### config.mk
export PLATFORM = sky130hd
export DESIGN_NAME = mul_seq_ctrl_flat
export DESIGN_NICKNAME = d
export VERILOG_FILES = /design/src/rtl/mul_seq_ctrl_if.sv /design/src/rtl/mul_seq_ctrl.sv /design/src/flat_wrapper.sv
export SDC_FILE = /design/constraint.sdc
export NUM_CORES = 1
export LEC_CHECK = 0
export ABC_AREA = 1
export CAP_MARGIN = 20
export CORE_ASPECT_RATIO = 1.75
export CORE_MARGIN = 2
export CORE_UTILIZATION = 42
export CTS_CLUSTER_DIAMETER = 40
export DETAILED_ROUTE_END_ITERATION = 8
export PLACE_DENSITY = 0.62
export REMOVE_ABC_BUFFERS = 1
export SYNTH_ARGS = -nofsm -noshare
export SYNTH_HDL_FRONTEND = slang
export SYNTH_SLANG_ARGS = --single-unit
### constraint.sdc
create_clock -name clk -period 5.25 [get_ports clk]
set_input_delay 0.7875 -clock clk [delete_from_list [all_inputs] [get_ports clk]]
set_output_delay 0.7875 -clock clk [all_outputs]
set_load 0.1 [all_outputs]
### src/rtl/mul_seq_ctrl_if.sv
// Handshake bundle between the EX stage and the iterative multiply sequencer.
// Start_i is sampled only while the sequencer is idle; Done_o is a one-cycle pulse that qualifies Result_o.
interface mul_seq_ctrl_if #(
    parameter int DATA_W = 32
) ();
    logic              Start_i;
    logic              Flush_i;
    logic [DATA_W-1:0] Data1_i;
    logic [DATA_W-1:0] Data2_i;
    logic              Stall_o;
    logic              Done_o;
    logic [DATA_W-1:0] Result_o;

    modport master (
        output Start_i, Flush_i, Data1_i, Data2_i,
        input  Stall_o, Done_o, Result_o
    );

    modport slave (
        input  Start_i, Flush_i, Data1_i, Data2_i,
        output Stall_o, Done_o, Result_o
    );
endinterface

### src/rtl/mul_seq_ctrl.sv
// Shift-add multiply sequencer beside the EX-stage ALU; stalls the pipeline
// until the low DATA_W bits of Data1_i*Data2_i are ready.
module mul_seq_ctrl #(
    parameter int DATA_W     = 32,
    parameter bit EARLY_EXIT = 1'b1
) (
    input  logic         clk,
    input  logic         rst_n,
    mul_seq_ctrl_if.slave bus,
    output logic [1:0]   dbg_state_o
);
    localparam int CNT_W = (DATA_W > 1) ? $clog2(DATA_W) : 1;
    localparam logic [CNT_W-1:0] CNT_LAST = CNT_W'(DATA_W - 1);

    typedef enum logic [1:0] {
        IDLE = 2'd0,
        CALC = 2'd1,
        DONE = 2'd2
    } state_t;

    state_t            state_q, state_d;
    logic [DATA_W-1:0] mcand_q, mcand_d;
    logic [DATA_W-1:0] mplier_q, mplier_d;
    logic [DATA_W-1:0] acc_q, acc_d;
    logic [CNT_W-1:0]  cnt_q, cnt_d;
    logic [DATA_W-1:0] result_q, result_d;

    logic [DATA_W-1:0] acc_sum;
    logic [DATA_W-1:0] mplier_sh;
    logic              last_iter;

    always_comb begin
        acc_sum   = mplier_q[0] ? (acc_q + mcand_q) : acc_q;
        mplier_sh = mplier_q >> 1;
        last_iter = (cnt_q == CNT_LAST) || (EARLY_EXIT && (mplier_sh == '0));
    end

    always_comb begin
        state_d  = state_q;
        mcand_d  = mcand_q;
        mplier_d = mplier_q;
        acc_d    = acc_q;
        cnt_d    = cnt_q;
        result_d = result_q;

        case (state_q)
            IDLE: begin
                if (bus.Start_i && !bus.Flush_i) begin
                    mcand_d  = bus.Data1_i;
                    mplier_d = bus.Data2_i;
                    acc_d    = '0;
                    cnt_d    = '0;
                    state_d  = CALC;
                end
            end
            CALC: begin
                acc_d    = acc_sum;
                mcand_d  = mcand_q << 1;
                mplier_d = mplier_sh;
                cnt_d    = cnt_q + 1'b1;
                if (last_iter) begin
                    // Capture includes this cycle's partial product.
                    result_d = acc_sum;
                    state_d  = DONE;
                end
            end
            DONE: begin
                state_d = IDLE;
            end
            default: begin
                state_d = IDLE;
            end
        endcase

        // Flush outranks both a new start and loop completion.
        if (bus.Flush_i) begin
            state_d  = IDLE;
            result_d = result_q;
        end
    end

    always_ff @(posedge clk) begin
        if (!rst_n) begin
            state_q  <= IDLE;
            mcand_q  <= '0;
            mplier_q <= '0;
            acc_q    <= '0;
            cnt_q    <= '0;
            result_q <= '0;
        end else begin
            state_q  <= state_d;
            mcand_q  <= mcand_d;
            mplier_q <= mplier_d;
            acc_q    <= acc_d;
            cnt_q    <= cnt_d;
            result_q <= result_d;
        end
    end

    assign bus.Stall_o  = rst_n & ~bus.Flush_i &
                          (((state_q == IDLE) & bus.Start_i) | (state_q == CALC));
    assign bus.Done_o   = (state_q == DONE);
    assign bus.Result_o = result_q;
    assign dbg_state_o  = state_q;
endmodule

### src/flat_wrapper.sv
// flat-port wrapper written by rule: the top's interface ports become plain ports
module mul_seq_ctrl_flat 
#(
    parameter int DATA_W     = 32,
    parameter bit EARLY_EXIT = 1'b1
)
  (clk, rst_n, dbg_state_o, bus_Start_i, bus_Flush_i, bus_Data1_i, bus_Data2_i, bus_Stall_o, bus_Done_o, bus_Result_o);
  mul_seq_ctrl_if #(.DATA_W(DATA_W)) bus_i ();
  input  logic clk;
  input  logic rst_n;
  output logic [1:0] dbg_state_o;
  input wire logic [$bits(bus_i.Start_i)-1:0] bus_Start_i;
  input wire logic [$bits(bus_i.Flush_i)-1:0] bus_Flush_i;
  input wire logic [$bits(bus_i.Data1_i)-1:0] bus_Data1_i;
  input wire logic [$bits(bus_i.Data2_i)-1:0] bus_Data2_i;
  output wire logic [$bits(bus_i.Stall_o)-1:0] bus_Stall_o;
  output wire logic [$bits(bus_i.Done_o)-1:0] bus_Done_o;
  output wire logic [$bits(bus_i.Result_o)-1:0] bus_Result_o;
  assign bus_i.Start_i = bus_Start_i;
  assign bus_i.Flush_i = bus_Flush_i;
  assign bus_i.Data1_i = bus_Data1_i;
  assign bus_i.Data2_i = bus_Data2_i;
  assign bus_Stall_o = bus_i.Stall_o;
  assign bus_Done_o = bus_i.Done_o;
  assign bus_Result_o = bus_i.Result_o;
  mul_seq_ctrl #(.DATA_W(DATA_W), .EARLY_EXIT(EARLY_EXIT)) u_core (.clk(clk), .rst_n(rst_n), .bus(bus_i), .dbg_state_o(dbg_state_o));
endmodule
==> flow_summary_export.csv <==
group,metric,value,unit
placed_design,dpl.hpwl,16.1,mm
floorplanning,dieHeight,186,um
synthesis,synth_cell_types,36,
timing,fin_crit,3430,ps
layout,nNetsFinal,1407,
timing,finalHoldViolCount,0,
job,cap_violations,0,
floorplanning,pin_count,104,
timing,fmax,292,MHz
timing,timing.final.crit_share,0.653,
clock_network,clock_path_buffers,2,
route,routed_via_density,5.04,
synthesis,avgSynthCellArea,6.45,sq um
layout,diodes,0,
layout,fill_cells,1961,
critical_path,worstPathArrival,2640,ps
timing,relSlewSlack,0.331,
clock_network,tritoncts,"built",
global_routing,grt_pass1_wl,38.2,mm
timing,finClkSkew,15.7,ps
synthesis,synth_top_area_frac,0.340,
clock_network,root_buffer,"clkbuf_16",
synthesis,seq_area_frac_synth,0.340,
power_and_ir_drop,p_leak,4.54,nW
synthesis,synthArstFlopShare,0,
placed_design,numPortBuffers,103,
synthesis,synthTopCellsByArea,"dfxtp_1, nand2_1, nor2_1",
floorplanning,initial_core_util,0.427,
power_and_ir_drop,power.total,2.80,mW
timing,worst_slew_pin_slew,1000,ps
timing,setup_viol,0,
floorplanning,core.rowCount,66,
synthesis,synth_edf_count,0,
route,firstDrtPassIters,5,
critical_path,worstSetupStartpointType,"input pin",
global_routing,first_global_vias,7909,
floorplanning,dieArea,0.0201,sq mm
synthesis,synth_top_cell_by_area,"dfxtp_1",
global_routing,grtUsageTotal,0.244,
layout,area_growth,22.8,%
route,drc,0,
synthesis,ys.flop_type,"dfxtp_1",
clock_network,postCtsSetupRepairBufs,0,
critical_path,worstPathMaxFanout,53,
critical_path,cp.required,4460,ps
route,totalWireLength,22.9,mm
synthesis,syn_inst,1231,
power_and_ir_drop,p_per_area,288,mW/mm^2
clock_network,cts.sinks,135,
placed_design,gp_congestion,0.925,
critical_path,setup.worst_path.class,"in -> out",
critical_path,r2r_slack,2450,ps
floorplanning,coreArea,0.0186,sq mm
critical_path,end_kind,"output port",
power_and_ir_drop,ir_drop,0.204,mV
synthesis,ys_ff_latch,135,
floorplanning,fp.dieW,108,um
min_path,hp-class,"reg -> reg",
route,routedWlPerCell,14.7,um
route,first_iter_violations,288,
route,vias,7848,
route,ant_nets,0,
global_routing,grt-ovfl-total,0,
clock_network,h-tree-depth,4,
layout,post-route-util,0.525,
clock_network,numCtsBuffers,17,
synthesis,syn_area,0.00794,sq mm
timing,maxSlewViolCount,0,
clock_network,cts_hold_buf,0,
global_routing,grt_max_degree,78,
global_routing,antenna_found_initial,0,
clock_network,clk_pin_slew,60,ps
synthesis,yosysWarnings,0,
status,outcome,"finished clean",
clock_network,ctsResizeCount,0,
layout,drive_above_1_share,0.0577,
timing,rsz0062_at_grt,"false",
clock_network,insertion_delay,440,ps
==> layout by cell type (no fill, tap or decap), types with 2 or more instances in the layout <==
cell type          n
a21oi_1           75
and2_1             4
buf_4              7
bufinv_16          5
clkbuf_16         17
clkdlybuf4s50_1  101
clkinv_4           3
dfxtp_1          134
ha_1              33
inv_1            168
inv_2              3
inv_6              5
mux2i_1            2
nand2_1          341
nand2_2            7
nand3_1           65
nand3b_1           2
nand4_1            4
nor2_1           191
nor3_1             5
nor4_1             3
o211ai_1           5
o21ai_0           18
o21ai_1            5
o21ai_2            2
o221ai_1          62
o22ai_1            3
or2_2             20
xnor2_1           13
xor2_1             3
==> final timing paths <==
path / startpoint / endpoint / cells after the start
worst max-delay path: bus_Flush_i / bus_Stall_o / 8
worst min-delay path: u_core.cnt_q[4] / u_core.cnt_q[4] / 2
worst max register to register: u_core.dbg_state_o[1] / u_core.dbg_state_o[1] / 8
worst min register to register: u_core.cnt_q[4] / u_core.cnt_q[4] / 2
==> flip-flops by register name, indices dropped and copies added (netlist names) <==
signal,flops
u_core.mcand_q,32
u_core.cnt_q,5
u_core.mplier_q,32
u_core.dbg_state_o,2
u_core.bus.Result_o,32
u_core.acc_q,32
==> worst max-delay path: stages <==
cell and delay (ps):
clkdlybuf4s50_1 440, inv_1 60, nand4_1 120, nand2_2 90, buf_4 530, clkinv_1 180
nor2_1 210, buf_12 200
==> cell families after synthesis <==
family | count (synthesis) | synth area share
adders and majority gates | 34 | 0.0545
muxes | 2 | 0.00252
buffers and inverters | 227 | 0.113
and+or+nand+nor | 644 | 0.330
xor gates and xnor gates | 16 | 0.0176
DFF | 135 | 0.340
AOI/OAI and AO/OA | 173 | 0.142
==> through the flow <==
stage	std cells	hold slack, ps	setup TNS, ps	worst slack [ps]	cell area [sq um]
2_1_floorplan	1176	437	-134890	-3930	7690
3_3_place_gp	1524	453	0	1800	9080
3_5_place_dp	1524	462	0	1770	9080
4_1_cts	1556	473	0	1760	9750
5_1_grt	1556	490	0	1630	9750
6_report	1556	470	0	1820	9750
==> routing by layer <==
metal / vias up / wire length [um] / part of all wire / GRT usage
met3: 38 / 562 / 0.025 / 0.0378
met5: - / 0 / 0 / 0
li1: 4093 / - / - / -
met4: 0 / 646 / 0.028 / 0.101
met2: 125 / 12600 / 0.55 / 0.474
met1: 3592 / 9090 / 0.40 / 0.253
==> Yosys cell counts (2+ instances only) <==
| cell | count |
|---|---|
| nand2_1 | 343 |
| nor2_1 | 191 |
| inv_1 | 169 |
| dfxtp_1 | 135 |
| a21oi_1 | 75 |
| nand3_1 | 65 |
| o221ai_1 | 62 |
| ha_1 | 33 |
| clkbuf_1 | 30 |
| or2_2 | 20 |
| o21ai_0 | 18 |
| buf_2 | 13 |
| xnor2_1 | 13 |
| buf_1 | 7 |
| nand2_2 | 5 |
| nor3_1 | 5 |
| o211ai_1 | 5 |
| o21ai_1 | 5 |
| and2_1 | 4 |
| nand4_1 | 4 |
| buf_4 | 3 |
| nor4_1 | 3 |
| o22ai_1 | 3 |
| xor2_1 | 3 |
| buf_6 | 2 |
| inv_2 | 2 |
| mux2i_1 | 2 |
| nand3b_1 | 2 |
| o21ai_2 | 2 |
==> power by group <==
group	internal, mW	total [mW]	switching [mW]	leakage (nW)
clock network	0.856	1.37	0.514	0.321
registers	1.07	1.11	0.0437	1.10
logic	0.140	0.321	0.181	3.12
total	2.07	2.80	0.738	4.54
==> layout make-up <==
type                            instances  area [sq um]  area share
Tap cell                              238           298      0.0305
Inverter                              172           646      0.0662
Clock buffer                           17           425      0.0436
Sequential cell                       135          2700       0.277
Multi-Input combinational cell        869          4350       0.446
Timing Repair Buffer                  110          1090       0.112
Clock inverter                         15           239      0.0245
No activity file was read; power rests on OpenSTA's default activity.
